### src/rtl/vga_pkg.sv
// Shared VGA timing constants, count width and small enums used by the
// bouncing-box video source.
package vga_pkg;

  localparam int unsigned TOTAL_COLS  = 800;
  localparam int unsigned TOTAL_ROWS  = 525;
  localparam int unsigned ACTIVE_COLS = 640;
  localparam int unsigned ACTIVE_ROWS = 480;
  localparam int unsigned COUNT_W     = 10;

  // Colour cycled on every bounce.
  typedef enum logic [1:0] {
    RED = 2'd0,
    GRN = 2'd1,
    BLU = 2'd2
  } colour_t;

  // Axis direction: 0 = increasing coordinate, 1 = decreasing coordinate.
  typedef enum logic {
    DIR_INC = 1'b0,
    DIR_DEC = 1'b1
  } dir_t;

endpackage

### src/rtl/bounce_axis.sv
// Single-axis position/direction register. On each i_Update the position
// moves p_STEP toward the current direction, clamps at 0 or
// p_EXTENT-p_SIZE, and flips direction on reaching either limit.
// o_Bounce is high in the update cycle that causes a flip.
module bounce_axis
  import vga_pkg::*;
#(
  parameter int unsigned p_EXTENT = ACTIVE_COLS,
  parameter int unsigned p_SIZE   = 32,
  parameter int unsigned p_STEP   = 2
) (
  input  logic               i_Clk,
  input  logic               i_Rst,
  input  logic               i_Update,
  output logic [COUNT_W-1:0] o_Pos,
  output logic               o_Bounce
);

  localparam logic [COUNT_W:0] c_LIMIT = (COUNT_W+1)'(p_EXTENT - p_SIZE);
  localparam logic [COUNT_W:0] c_STEP  = (COUNT_W+1)'(p_STEP);

  logic [COUNT_W-1:0] r_Pos;
  logic [COUNT_W-1:0] w_Next_Pos;
  dir_t               r_Dir;
  dir_t               w_Next_Dir;
  logic               w_Bounce;
  logic [COUNT_W:0]   w_Pos_Ext;
  logic [COUNT_W:0]   w_Pos_Inc;

  assign w_Pos_Ext = {1'b0, r_Pos};
  assign w_Pos_Inc = w_Pos_Ext + c_STEP;

  // Next position/direction for a step, with reflection at both limits.
  always_comb begin
    w_Next_Pos = r_Pos;
    w_Next_Dir = r_Dir;
    w_Bounce   = 1'b0;
    if (r_Dir == DIR_INC) begin
      if (w_Pos_Inc >= c_LIMIT) begin
        w_Next_Pos = c_LIMIT[COUNT_W-1:0];
        w_Next_Dir = DIR_DEC;
        w_Bounce   = 1'b1;
      end else begin
        w_Next_Pos = w_Pos_Inc[COUNT_W-1:0];
      end
    end else begin
      if (w_Pos_Ext <= c_STEP) begin
        w_Next_Pos = '0;
        w_Next_Dir = DIR_INC;
        w_Bounce   = 1'b1;
      end else begin
        w_Next_Pos = r_Pos - c_STEP[COUNT_W-1:0];
      end
    end
  end

  // Position/direction register, advanced only on a frame update.
  always_ff @(posedge i_Clk) begin
    if (i_Rst) begin
      r_Pos <= '0;
      r_Dir <= DIR_INC;
    end else if (i_Update) begin
      r_Pos <= w_Next_Pos;
      r_Dir <= w_Next_Dir;
    end
  end

  assign o_Pos    = r_Pos;
  assign o_Bounce = i_Update & w_Bounce;

endmodule

### src/rtl/vga_bounce_box.sv
// Bouncing-square video source placed ahead of the VGA sync/porch stage.
// Two-stage pipeline: stage 1 registers counts and active/in-box compares,
// stage 2 registers the RGB select. Box moves once per frame on the first
// blanking line and cycles RED->GRN->BLU on any bounce.
// Optional macro VGA_BORDER_EN: paints a one-pixel white border around the
// active area, taking priority over the box.
module vga_bounce_box
  import vga_pkg::*;
#(
  parameter int unsigned c_VIDEO_WIDTH = 3,
  parameter int unsigned c_ACTIVE_COLS = ACTIVE_COLS,
  parameter int unsigned c_ACTIVE_ROWS = ACTIVE_ROWS,
  parameter int unsigned c_BOX_SIZE    = 32,
  parameter int unsigned c_STEP        = 2
) (
  input  logic                     i_Clk,
  input  logic                     i_Rst,
  input  logic [COUNT_W-1:0]       i_Col_Count,
  input  logic [COUNT_W-1:0]       i_Row_Count,
  input  logic                     i_Pause,
  output logic [c_VIDEO_WIDTH-1:0] o_Red_Video,
  output logic [c_VIDEO_WIDTH-1:0] o_Grn_Video,
  output logic [c_VIDEO_WIDTH-1:0] o_Blu_Video,
  output logic [COUNT_W-1:0]       o_Col_Count,
  output logic [COUNT_W-1:0]       o_Row_Count,
  output logic                     o_Frame_Tick
);

  localparam logic [COUNT_W:0]   c_COLS_EXT   = (COUNT_W+1)'(c_ACTIVE_COLS);
  localparam logic [COUNT_W:0]   c_ROWS_EXT   = (COUNT_W+1)'(c_ACTIVE_ROWS);
  localparam logic [COUNT_W:0]   c_BOX_EXT    = (COUNT_W+1)'(c_BOX_SIZE);
  localparam logic [COUNT_W-1:0] c_UPDATE_ROW = COUNT_W'(c_ACTIVE_ROWS);

  logic [COUNT_W:0]   w_Col_Ext;
  logic [COUNT_W:0]   w_Row_Ext;
  logic [COUNT_W-1:0] w_X_Pos;
  logic [COUNT_W-1:0] w_Y_Pos;
  logic [COUNT_W:0]   w_X_Ext;
  logic [COUNT_W:0]   w_Y_Ext;
  logic               w_Active;
  logic               w_In_Box;
  logic               w_Update;
  logic               w_Move;
  logic               w_Bounce_X;
  logic               w_Bounce_Y;

  colour_t            r_Colour;
  colour_t            w_Colour_Next;

  logic [COUNT_W-1:0] r_Col1;
  logic [COUNT_W-1:0] r_Row1;
  logic               r_Active1;
  logic               r_In_Box1;
  logic               r_Tick1;
  logic [COUNT_W-1:0] r_Col2;
  logic [COUNT_W-1:0] r_Row2;
  logic               r_Tick2;

  logic [c_VIDEO_WIDTH-1:0] w_Red;
  logic [c_VIDEO_WIDTH-1:0] w_Grn;
  logic [c_VIDEO_WIDTH-1:0] w_Blu;
  logic [c_VIDEO_WIDTH-1:0] r_Red2;
  logic [c_VIDEO_WIDTH-1:0] r_Grn2;
  logic [c_VIDEO_WIDTH-1:0] r_Blu2;

  assign w_Col_Ext = {1'b0, i_Col_Count};
  assign w_Row_Ext = {1'b0, i_Row_Count};
  assign w_X_Ext   = {1'b0, w_X_Pos};
  assign w_Y_Ext   = {1'b0, w_Y_Pos};

  assign w_Active = (w_Col_Ext < c_COLS_EXT) && (w_Row_Ext < c_ROWS_EXT);
  assign w_In_Box = (w_Col_Ext >= w_X_Ext) && (w_Col_Ext < w_X_Ext + c_BOX_EXT) &&
                    (w_Row_Ext >= w_Y_Ext) && (w_Row_Ext < w_Y_Ext + c_BOX_EXT);

  // First cycle of the first blanking line: position never moves mid-picture.
  assign w_Update = (i_Col_Count == '0) && (i_Row_Count == c_UPDATE_ROW);
  assign w_Move   = w_Update && !i_Pause;

  bounce_axis #(
    .p_EXTENT (c_ACTIVE_COLS),
    .p_SIZE   (c_BOX_SIZE),
    .p_STEP   (c_STEP)
  ) u_axis_x (
    .i_Clk    (i_Clk),
    .i_Rst    (i_Rst),
    .i_Update (w_Move),
    .o_Pos    (w_X_Pos),
    .o_Bounce (w_Bounce_X)
  );

  bounce_axis #(
    .p_EXTENT (c_ACTIVE_ROWS),
    .p_SIZE   (c_BOX_SIZE),
    .p_STEP   (c_STEP)
  ) u_axis_y (
    .i_Clk    (i_Clk),
    .i_Rst    (i_Rst),
    .i_Update (w_Move),
    .o_Pos    (w_Y_Pos),
    .o_Bounce (w_Bounce_Y)
  );

  // Colour state register.
  always_ff @(posedge i_Clk) begin
    if (i_Rst) begin
      r_Colour <= RED;
    end else begin
      r_Colour <= w_Colour_Next;
    end
  end

  // Colour advance: a corner hit ORs both flags, so it steps only once.
  always_comb begin
    w_Colour_Next = r_Colour;
    if (w_Bounce_X || w_Bounce_Y) begin
      case (r_Colour)
        RED:     w_Colour_Next = GRN;
        GRN:     w_Colour_Next = BLU;
        default: w_Colour_Next = RED;
      endcase
    end
  end

`ifdef VGA_BORDER_EN
  logic w_Border;
  logic r_Border1;

  assign w_Border = (i_Col_Count == '0) || (w_Col_Ext == c_COLS_EXT - 1'b1) ||
                    (i_Row_Count == '0) || (w_Row_Ext == c_ROWS_EXT - 1'b1);

  // Border flag travels alongside the stage-1 compares.
  always_ff @(posedge i_Clk) begin
    if (i_Rst) begin
      r_Border1 <= 1'b0;
    end else begin
      r_Border1 <= w_Border;
    end
  end
`endif

  // Stage 1: counts, compares and frame-update marker.
  always_ff @(posedge i_Clk) begin
    if (i_Rst) begin
      r_Col1    <= '0;
      r_Row1    <= '0;
      r_Active1 <= 1'b0;
      r_In_Box1 <= 1'b0;
      r_Tick1   <= 1'b0;
    end else begin
      r_Col1    <= i_Col_Count;
      r_Row1    <= i_Row_Count;
      r_Active1 <= w_Active;
      r_In_Box1 <= w_In_Box;
      r_Tick1   <= w_Update;
    end
  end

  // Pixel colour select; border assignment comes last so it wins over the box.
  always_comb begin
    w_Red = '0;
    w_Grn = '0;
    w_Blu = '0;
    if (r_Active1) begin
      if (r_In_Box1) begin
        case (r_Colour)
          RED:     w_Red = '1;
          GRN:     w_Grn = '1;
          BLU:     w_Blu = '1;
          default: ;
        endcase
      end
`ifdef VGA_BORDER_EN
      if (r_Border1) begin
        w_Red = '1;
        w_Grn = '1;
        w_Blu = '1;
      end
`endif
    end
  end

  // Stage 2: registered video and delayed counts.
  always_ff @(posedge i_Clk) begin
    if (i_Rst) begin
      r_Col2 <= '0;
      r_Row2 <= '0;
      r_Tick2 <= 1'b0;
      r_Red2 <= '0;
      r_Grn2 <= '0;
      r_Blu2 <= '0;
    end else begin
      r_Col2 <= r_Col1;
      r_Row2 <= r_Row1;
      r_Tick2 <= r_Tick1;
      r_Red2 <= w_Red;
      r_Grn2 <= w_Grn;
      r_Blu2 <= w_Blu;
    end
  end

  assign o_Red_Video  = r_Red2;
  assign o_Grn_Video  = r_Grn2;
  assign o_Blu_Video  = r_Blu2;
  assign o_Col_Count  = r_Col2;
  assign o_Row_Count  = r_Row2;
  assign o_Frame_Tick = r_Tick2;

endmodule

### config.mk
export PLATFORM = sky130hd
export DESIGN_NAME = vga_bounce_box
export DESIGN_NICKNAME = d
export VERILOG_FILES = /design/src/rtl/vga_pkg.sv /design/src/rtl/bounce_axis.sv /design/src/rtl/vga_bounce_box.sv
export SDC_FILE = /design/constraint.sdc
export NUM_CORES = 1
export LEC_CHECK = 0
export ABC_CLOCK_PERIOD_IN_PS = 4600
export BUFFER_PORTS_ARGS = -buffer_cell sky130_fd_sc_hd__buf_2
export CELL_PAD_IN_SITES_DETAIL_PLACEMENT = 1
export CELL_PAD_IN_SITES_GLOBAL_PLACEMENT = 1
export CORE_MARGIN = 2
export CORE_UTILIZATION = 47
export DETAILED_ROUTE_END_ITERATION = 8
export PLACE_DENSITY = 0.89
export SYNTH_ARGS = -nofsm -noshare
export SYNTH_HDL_FRONTEND = slang
export SYNTH_SLANG_ARGS = --single-unit
export TNS_END_PERCENT = 100
### constraint.sdc
create_clock -name i_Clk -period 4.6 [get_ports i_Clk]
set_clock_uncertainty 0.1 [all_clocks]
set_input_delay 0.23 -clock i_Clk [delete_from_list [all_inputs] [get_ports i_Clk]]
set_output_delay 0.23 -clock i_Clk [all_outputs]
set_load 0.05 [all_outputs]
==> flow_summary.ini <==
[routing]
drt_first_pass_iters = 5
first_iter_violations = 255
wl_per_cell_um = 22.2
routed_via_density = 6.26
drc = 0
ant_nets = 0
vias = 3694
totalWireLength_um = 13100

[die]
rows = 32
ios = 53
initial_core_util_pct = 49.1
chipWidth_um = 94.3
coreArea_sq_mm = 0.00781
die_area_sq_mm = 0.00890
dieHeight_um = 94.3

[yosys]
synth_top_area_share_pct = 36.0
yosys-top-cells-count = 69 x dfxtp_1, 46 x nor2b_1, 38 x ha_1, 30 x o21ai_0, 29 x a21oi_1
yosysSeqAreaShare_pct = 36.0
syn-cell-area_sq_mm = 0.00384
yosysWarnings = 0
ys_seq_elements = 69
synth_edf_count = 0
synthTopCellsByArea = dfxtp_1 36%, ha_1 12%, nor2b_1 7.5%
yosysMostFrequentCell = dfxtp_1
synth-main-ff-cell = dfxtp_1
synthCells = 447
syn_avg_cell_area_sq_um = 8.58
ys_types = 49
synth-async-reset-ratio_pct = 0
syn_nets = 508
yosysTopAreaCell = dfxtp_1

[sta]
hold_violations = 0
drv_slew = 0
worst_slew_pin_slew_ns = 0.745
fmax_ghz = 0.362
final.setup.tns_ns = 0
rsz0062_at_grt = no
setup_viol = 0
slew_headroom_pct = 50.0
fin_crit_ns = 2.76
period_share_pct = 60.1

[worst_setup_path]
max_stage_delay_ns = 0.58
worst-path-buf-inv = 0
critPathRequiredTime_ns = 4.75
start_kind = register
critPathCaptureType = register
slowest_stage = dfxtp_1
cp_top_family = compound AO/OA/AOI/OAI gates
crit_path_cell_trace = ha_1 -> nand4_1 -> o31ai_1 -> o21ba_2 -> o32a_1 -> mux2_4
cp.arrival_ns = 2.92
path_max_fanout = 12
worstSetupPathType = reg2reg

[flow_run]
cap_violations = 0

[cts]
cts_setup_buffers = 0
cts_buffers = 9
clock_sinks = 69
root_buffer = clkbuf_8
cts_resized = 0
path_clk_slew_ns = 0.09
cts_tree = yes
cts_hold_buffers = 0
cts_buffer_depth = 2
cts_max_level = 3
insertion_delay_ns = 0.37

[final_layout]
num_antenna_cells = 0
multiInputGateArea_sq_mm = 0.00223
area_growth_pct = 12.6
register_area_sq_mm = 0.00138
fillers = 933
fin_cells = 590
drive_above_1_share_pct = 15.8
nNetsFinal = 544

[grt]
grt_pass1_wl_um = 20600
first_global_vias = 3753
grt_max_degree = 71
track_usage_pct = 30.5
overflow = 0
grt_antenna_before_repair = 0

[hold_path]
min_path_type = in2reg

[pwr]
ir_drop_uv = 145
p_sw_w = 0.000353
combPwrFrac_pct = 9.3
p_leak_nw = 1.70
pwr-share-seq_pct = 48.6
p_clk_share_pct = 42.1
p_int_w = 0.000922
swShare_pct = 27.7
p_per_area_mw_per_mm2 = 295

[run_status]
outcome = complete, no violations

[placement]
gp_congestion = 0.892
post-place-cells = 574
dp_hpwl_um = 8090
portBuffers = 52
==> final cells by class <==
type / instances / area share [%]
tap: 102 / 2.96
multi-input combinational: 325 / 51.7
timing repair buffer: 55 / 6.55
clock buffer: 10 / 3.19
sequential: 69 / 32.0
inverter: 23 / 2.00
clock inverter: 6 / 1.65
==> cells in the final DEF, fill, tap and decap left out, types with 9 or more instances in the layout <==
master     n
nor3_1    16
buf_2     52
inv_1     23
nor2b_1   46
nand3_1   13
xnor2_1   11
dfxtp_1   69
ha_1      38
o21ai_0   30
o21a_1     9
clkbuf_8  10
nand2_1   21
a21oi_1   29
nor2_1    19
==> power groups by stage <==
stage	Clock, W	Combinational, W	Sequential [W]
global placement	0	0.000101	0.000630
global route	0.000564	0.000124	0.000621
floorplan	0	0.0000431	0.000656
finish	0.000537	0.000118	0.000620
detailed placement	0	0.000108	0.000633
CTS	0.000535	0.000116	0.000620
==> sequential cells by signal, summed over array words and instances (netlist names) <==
name and flops:
o_Blu_Video 1, o_Col_Count 10, o_Frame_Tick 1, o_Grn_Video 1, o_Red_Video 1, o_Row_Count 10
r_Active1 1, r_Col1 10, r_Colour 2, r_In_Box1 1, r_Row1 10, r_Tick1 1
u_axis_x.o_Pos 9, u_axis_x.r_Dir 1, u_axis_y.o_Pos 9, u_axis_y.r_Dir 1
==> worst register-to-register path, cell delays in order (launching register included) <==
cell	delay (ns)
dfxtp_1	0.58
ha_1	0.29
nand4_1	0.26
o31ai_1	0.56
o21ba_2	0.32
o32a_1	0.22
mux2_4	0.31
==> worst paths after layout <==
path | from | endpoint | slack, ns | cells after the start
setup reg to reg | u_axis_x.o_Pos[5] | r_Colour[0] | 1.84 | 6
hold reg to reg | r_Row1[1] | o_Row_Count[1] | 0.36 | 1
hold / removal | i_Col_Count[3] | r_Col1[3] | 0.04 | 2
setup / recovery | u_axis_x.o_Pos[5] | r_Colour[0] | 1.84 | 6
==> cells by family (layout without fill, tap and decap cells) <==
group	count (synthesis)	count (layout)	synth area share (%)
XOR/XNOR	11	11	2.51
AND/OR/NAND/NOR	159	159	22.9
multiplexers	2	2	0.652
AO/OA/AOI/OAI	115	115	19.5
buffers and inverters	53	94	6.00
flip-flops	69	69	36.0
adder cells (fa/ha/maj)	38	38	12.4
==> layer usage <==
metal	part of all wire (%)	routed length (um)	GRT usage, %	up-vias
met5	0	0	0	-
met4	3.9	517	14.4	0
met3	7.1	936	6.62	46
met2	49	6410	53.6	185
met1	40	5260	35.3	1778
li1	-	-	-	1685
==> stage by stage <==
step | util (%) | area, sq um | hold WS [ns] | worst slack, ns | total power, W
6_report | 55.3 | 4320 | 0.0354 | 1.84 | 0.00127
5_1_grt | 55.3 | 4320 | 0.0524 | 1.67 | 0.00131
4_1_cts | 55.3 | 4320 | 0.0229 | 1.87 | 0.00127
3_5_place_dp | 52.6 | 4110 | 0.330 | 1.90 | 0.000741
3_3_place_gp | 52.6 | 4110 | 0.317 | 1.92 | 0.000731
2_1_floorplan | - | 3840 | 0.258 | 2.25 | 0.000699
Power figures use the tool's default switching activity.
